### src/rtl/bus_copy_dma.sv
// bus_copy_dma: single-beat bus initiator copying len_words 32-bit words from src to dst.
// Optional read-data checksum is built only when RV_DMA_CHECKSUM_EN is defined.
module bus_copy_dma #(
    parameter int LEN_WIDTH = 16
) (
    input  logic                 clk,
    input  logic                 reset_n,
    input  logic                 start,
    input  logic [31:0]          src_addr,
    input  logic [31:0]          dst_addr,
    input  logic [LEN_WIDTH-1:0] len_words,
    output logic                 busy,
    output logic                 done,
    output logic [31:0]          checksum,
    output logic                 req_valid,
    output logic [31:0]          req_addr,
    output logic                 req_we,
    output logic [31:0]          req_wdata,
    input  logic                 req_ready,
    input  logic [31:0]          req_rdata
);
    typedef enum logic [1:0] {IDLE, RD, WR, DONE} state_t;
    state_t               state_q, state_d;
    logic [31:0]          src_q, src_d, dst_q, dst_d, buf_q, buf_d;
    logic [LEN_WIDTH-1:0] rem_q, rem_d;
    always_ff @(posedge clk or negedge reset_n) begin
        if (!reset_n) begin
            state_q <= IDLE;
            src_q   <= '0;
            dst_q   <= '0;
            buf_q   <= '0;
            rem_q   <= '0;
        end else begin
            state_q <= state_d;
            src_q   <= src_d;
            dst_q   <= dst_d;
            buf_q   <= buf_d;
            rem_q   <= rem_d;
        end
    end
    always_comb begin
        state_d = state_q;
        src_d   = src_q;
        dst_d   = dst_q;
        buf_d   = buf_q;
        rem_d   = rem_q;
        case (state_q)
            IDLE: if (start) begin
                state_d = (len_words == '0) ? DONE : RD;
                src_d   = {src_addr[31:2], 2'b00};
                dst_d   = {dst_addr[31:2], 2'b00};
                rem_d   = len_words;
            end
            RD: if (req_ready) begin
                buf_d   = req_rdata;
                state_d = WR;
            end
            WR: if (req_ready) begin
                src_d   = src_q + 32'd4;
                dst_d   = dst_q + 32'd4;
                rem_d   = rem_q - LEN_WIDTH'(1);
                state_d = (rem_q == LEN_WIDTH'(1)) ? DONE : RD;
            end
            DONE: state_d = IDLE;
            default: state_d = IDLE;
        endcase
    end
    // Bus outputs decode only registered state, so req_ready never reaches req_valid.
    assign busy      = state_q != IDLE;
    assign done      = state_q == DONE;
    assign req_valid = (state_q == RD) || (state_q == WR);
    assign req_we    = state_q == WR;
    assign req_addr  = (state_q == RD) ? src_q : (state_q == WR) ? dst_q : '0;
    assign req_wdata = req_we ? buf_q : '0;
`ifdef RV_DMA_CHECKSUM_EN
    logic [31:0] csum_q, csum_d;
    assign csum_d = (state_q == IDLE && start) ? '0 :
                    (state_q == RD && req_ready) ? csum_q + req_rdata : csum_q;
    always_ff @(posedge clk or negedge reset_n) begin
        if (!reset_n) csum_q <= '0;
        else          csum_q <= csum_d;
    end
    assign checksum = csum_q;
`else
    assign checksum = '0;
`endif
endmodule

### config.mk
export PLATFORM = sky130hd
export DESIGN_NAME = bus_copy_dma
export DESIGN_NICKNAME = d
export VERILOG_FILES = /design/src/rtl/bus_copy_dma.sv
export SDC_FILE = /design/constraint.sdc
export NUM_CORES = 1
export LEC_CHECK = 0
export CAP_MARGIN = 20
export CORE_AREA = 5 5 160 162
export CTS_CLUSTER_SIZE = 14
export DETAILED_ROUTE_END_ITERATION = 8
export DIE_AREA = 0 0 165 167
export GPL_TIMING_DRIVEN = 1
export PLACE_DENSITY = 0.57
export SYNTH_ARGS = -nofsm -noshare
export SYNTH_HDL_FRONTEND = slang
export SYNTH_SLANG_ARGS = --single-unit
export TNS_END_PERCENT = 1
### constraint.sdc
create_clock -name clk -period 3.1 [get_ports clk]
set_clock_uncertainty 0.2 [all_clocks]
set_input_delay 0.93 -clock clk [delete_from_list [all_inputs] [get_ports clk]]
set_output_delay 0.93 -clock clk [all_outputs]
set_load 0.01 [all_outputs]
* Yosys cells after proc, flatten, opt, wreduce, memory -nomap -nowiden *
Cells that the tools add are included.
W data, S select, Z words.

cells by class
  add/subtract/negate cells = 3
  equality and inequality tests = 7
  reduce and logical (&&, ||, !) cells = 8
  multiplexer cells = 18

operators by type and width
  kind                     number
  $mux W32                 7
  $pmux W32 S2             2
  $add A32 B3 Y32 const B  2
  $mux W16                 2
  $pmux W16 S2             1
  $eq A16 B1 Y1 const B    1
  $logic_not A16 Y1        1
  $sub A16 B1 Y16 const B  1
  $mux W2                  5
  $pmux W2 S4              1
  $reduce_and A3 Y1        2
  $eq A2 B2 Y1 const B     2
  $ne A2 B2 Y1 const B     2
  $reduce_bool A2 Y1       2
  $eq A2 B1 Y1 const B     1
  $logic_not A2 Y1         1
  $ne A2 B1 Y1 const B     1
  $reduce_and A2 Y1        1
  $logic_or A1 B1 Y1       1

storage, ports and cells
  bits in registers = 114
  logic and storage cells = 41
  bits of input ports = 116

* Logic depth before layout (Yosys ltp) *
  depth after elaboration = 4
  depth in mapped cells = 11
  depth with buffers taken out = 7

* Least setup slack after synthesis *
No wires, ideal clock.

  path type = register -> output
  start point = reg state_q[0]
  end point = out req_addr[5]
  arrival time = 1.864 ns
  path slack = 0.106 ns
  path buffers = 3
  stages on the path, launching flop included = 8
  cell sequence = dfrtp_1 inv_1 ha_1 buf_2 clkbuf_1 clkbuf_1 nand2_1 o21ai_0

on the way
  word-level cells in the longest chain between the ends = 3

ends and longest elaborated chain
  what                      RTL line  RTL
  start: declaration        23        state_t state_q, state_d;
  start signal: assignment  34        state_q <= state_d;
  $eq A2 B2 Y1              -
  net req_we                17        output logic req_we,
  $mux W32 (2 in a row)     73        assign req_addr = (state_q == RD) ? src_q : (state_q == WR) ? dst_q : '0;
  end: declaration          16        output logic [31:0] req_addr,

The timed path passes the listed nets, and every way through them passes these cells.

* Worst setup path after layout *
  start point = reg state_q[0]
  end point = out req_wdata[5]

on the way
  word-level cells in the longest chain between the ends = 2

ends and longest elaborated chain
  what              RTL line  RTL
  $eq A2 B2 Y1      72        assign req_we = state_q == WR;
  $mux W32          74        assign req_wdata = req_we ? buf_q : '0;
  end: declaration  18        output logic [31:0] req_wdata,

No other way between the ends.

==> flow_metrics.env <==
export IMPL_grt_max_degree=41
export IMPL_dpl_hpwl_mm=17.27
export IMPL_synth_simple_area_share_pct=23.58
export IMPL_vias=6813
export IMPL_synth_distinct_cells=61
export IMPL_synth_compound_area_share_pct=20.16
export IMPL_powerDensity_nw_per_um2=1014
export IMPL_worstMarginPinSlew_ns=0.7340
export IMPL_place_gp_congestion=0.8315
export IMPL_finalInstanceArea_um2=9788
export IMPL_wl_per_cell_um=17.82
export IMPL_finalNetCount=1117
export IMPL_cts_max_level=3
export IMPL_clk_latency_ns=0.35
export IMPL_clkSlewWorstSetupHoldPaths_ns=0.08
export IMPL_fin_util_pct=40.85
export IMPL_initial_core_util_pct=29.58
export IMPL_initialDrtViolationCount=588
export IMPL_num_io_pins=216
export IMPL_place_area_um2=9374
export IMPL_cts_tree="built"
export IMPL_fmax_ghz=0.3054
export IMPL_synth_xor_area_share_pct=0
export IMPL_violations="negative setup slack"
export IMPL_setup_ws_ns=-0.1749
export IMPL_r2r_setup_slack_ns=0.32
export IMPL_min_path_type="flip-flop to flip-flop"
export IMPL_grt_use_met3_pct=2.669
export IMPL_ys_flop_type="dfrtp_1"
export IMPL_first_pass_iters=5
export IMPL_yosys_warnings=0
export IMPL_synth_edf_count=0
export IMPL_seq_area_frac_synth_pct=38.83
export IMPL_ff_latch_area_um2=2753
export IMPL_slew_viol_final=0
export IMPL_synth_cells=816
export IMPL_cp_num_buf_inv=5
export IMPL_die_area_um2=27560
export IMPL_num_rows=57
export IMPL_ant_nets=0
export IMPL_critical_path_top_delay_family="buffers and inverters"
export IMPL_cts_sinks=110
export IMPL_synthArstFlopShare_pct=100.0
export IMPL_final_cell_mix="clkdlybuf4s50_1 (114), dfrtp_1 (110), nand2_1 (100), a21oi_1 (61), o21ai_0 (47)"
export IMPL_busiest_layer="met2"
export IMPL_cts_root_buf="clkbuf_16"
export IMPL_finalPower_uw=9923
export IMPL_core_um2=23960
export IMPL_dp_cells=1300
export IMPL_irDropWorstVdd_mv=0.4073
export IMPL_multi_input_area_um2=3938
export IMPL_crit_path_max_incr_delay_ns=0.53
export IMPL_rsz0062_at_grt="true"
export IMPL_yosysTopAreaCell="dfrtp_1"
export IMPL_grtUsageMet1_pct=23.03
export IMPL_cp_slowest_cell="clkdlybuf4s50_1"
export IMPL_crit_type="flip-flop to primary output"
export IMPL_grt_pass1_wl_mm=36.38
export IMPL_layout_commonest_cell="clkdlybuf4s50_1"
export IMPL_crit_chain="inv_2, ha_4, buf_4, buf_4, buf_4, and2_1, clkdlybuf4s50_1"
export IMPL_routed_wl_mm=23.56
export IMPL_numCtsBuffers=9
export IMPL_antenna_found_initial=1
export IMPL_hold_viol_final=0
export IMPL_use_met2_pct=26.76
export IMPL_dp_slack_ns=0.06926
export IMPL_status="finished with violations"
export IMPL_grt_usage_pct=16.56
export IMPL_power_leakage_uw=0.004485
export IMPL_worst_path_max_fanout=10
export IMPL_cp_arrival_ns=2.14
export IMPL_nFillCells=2454
export IMPL_via_per_inst=5.154
export IMPL_io_buffers=177
export IMPL_drv_cap=0
export IMPL_muxShareOfSynthArea_pct=7.942
export IMPL_synth_seq_cells=110
export IMPL_layout_min_cycle_time_ns=3.275
export IMPL_start_kind="flip-flop"
export IMPL_setup_viol=1
export IMPL_synth_top_cell_area_share_pct=38.83
export IMPL_hold_buffers=0
export IMPL_cp_end_kind="primary output"
export IMPL_cts_max_path_buffers=2
export IMPL_cp_required_ns=1.97
export IMPL_grt_pass1_vias=6274
export IMPL_syn_area_um2=7089
export IMPL_drive_above_1_share_pct=13.84
export IMPL_period_share_pct=105.6
export IMPL_syn_avg_cell_area_um2=8.688
export IMPL_die_w_um=165
export IMPL_die_h_um=167
export IMPL_gr_total_overflow=0
export IMPL_synthToLayoutAreaGrowth_pct=38.07
export IMPL_synth_top_family_by_area="simple AND/OR/NAND/NOR gates"
export IMPL_synth_adder_area_share_pct=1.588
export IMPL_cpMostUsedCell="buf_4"
export IMPL_drc=0
export IMPL_synth_area_leaders="dfrtp_1 (39%), nand2_1 (5.3%), mux2_2 (5.2%), a21oi_1 (4.3%), o21ai_0 (3.7%)"
export IMPL_relSlewSlack_pct=50.89
export IMPL_fin_cells=1322
-- cell type report --
cell class | count | area share, %
clock buffers | 10 | 2.442
flip-flops and latches | 110 | 28.12
multi-input cells | 633 | 40.23
repair buffers | 229 | 23.74
inverters | 9 | 0.3451
diodes | 1 | 0.02557
clock inverters | 6 | 0.9587
well taps | 324 | 4.142
-- path summary, 6_finish.rpt --
kind,from,to,depth (start not counted)
setup / recovery,state_q[0],req_wdata[5],7
hold / removal,buf_q[22],buf_q[22],1
setup reg to reg,state_q[0],rem_q[6],11
hold reg to reg,buf_q[22],buf_q[22],1
max in group asynchronous,reset_n,buf_q[22],2
min in group asynchronous,reset_n,dst_q[4],1
-- metal layers --
metal	vias up	share of wire, %
met5	-	0
met4	0	1.8
met3	21	4.6
met2	196	49
met1	3294	45
li1	3302	-
-- report_power, final --
group	switching [uW]	internal (uW)	leakage (uW)
logic	2860	2630	0.00304
registers	900	2200	0.00129
clock network	592	739	0.000159
total	4360	5570	0.00448
-- cells by family (layout without fill, tap and decap cells) --
logic type | count (synthesis) | count (layout)
flip-flops | 110 | 110
AO/OA/AOI/OAI | 225 | 225
buffers and inverters | 106 | 254
adder cells (fa/ha/maj) | 9 | 9
multiplexers | 52 | 52
other | 1 | 35
AND/OR/NAND/NOR | 313 | 313
-- repair_timing --
item	4_1_cts	5_1_grt
gates resized for setup	39	66
endpoints found under the hold margin	0	0
endpoints found under the setup margin	62	60
buffers inserted	3	2
-- metrics by stage --
| step | TNS (ns) | hold WS [ns] |
|---|---|---|
| 3_5_place_dp | 0 | 0.2859 |
| 4_1_cts | -4.729 | 0.3041 |
| 2_1_floorplan | 0 | 0.2712 |
| 3_3_place_gp | 0 | 0.2788 |
| 6_report | -0.1749 | 0.3014 |
| 5_1_grt | -0.2664 | 0.3198 |
-- worst register-to-register path, delay by kind of cell (launching register included) --
kind | cells | cell delay (ns)
AO/OA/AOI/OAI | 3 | 0.53
flip-flops | 1 | 0.40
AND/OR/NAND/NOR | 1 | 0.25
buffers and inverters | 5 | 0.72
multiplexers | 1 | 0.38
adder cells (fa/ha/maj) | 1 | 0.20
-- synth_stat cells (2+ instances only) --
master	count
nor4_1	8
a311o_1	3
mux2i_1	18
o31ai_1	3
o32ai_1	2
or4_1	2
nor3_1	19
or3_1	8
mux2_2	33
o21ai_0	53
o221a_2	3
o21a_1	2
a221o_1	9
or4_4	2
nand3_1	24
a2bb2oi_1	6
buf_4	35
nand2_1	101
clkbuf_1	40
buf_2	16
o221ai_1	4
o22ai_1	40
inv_1	8
ha_1	9
a21oi_1	61
and3_1	19
a31oi_1	4
a311oi_1	4
dfrtp_1	110
a211oi_1	3
nand4_1	28
or2_2	2
a41oi_1	5
buf_1	5
and2_1	39
nand3b_1	2
nor2_1	39
nand3_2	2
nor4_4	4
nand2b_1	2
a22oi_1	3
a221oi_1	4
a21o_1	9
and4_1	6
-- flip-flops by register name, indices dropped and copies added (netlist names) --
name	count
buf_q	32
dst_q	30
rem_q	16
src_q	30
state_q	2
No activity file was read; power rests on OpenSTA's default activity.
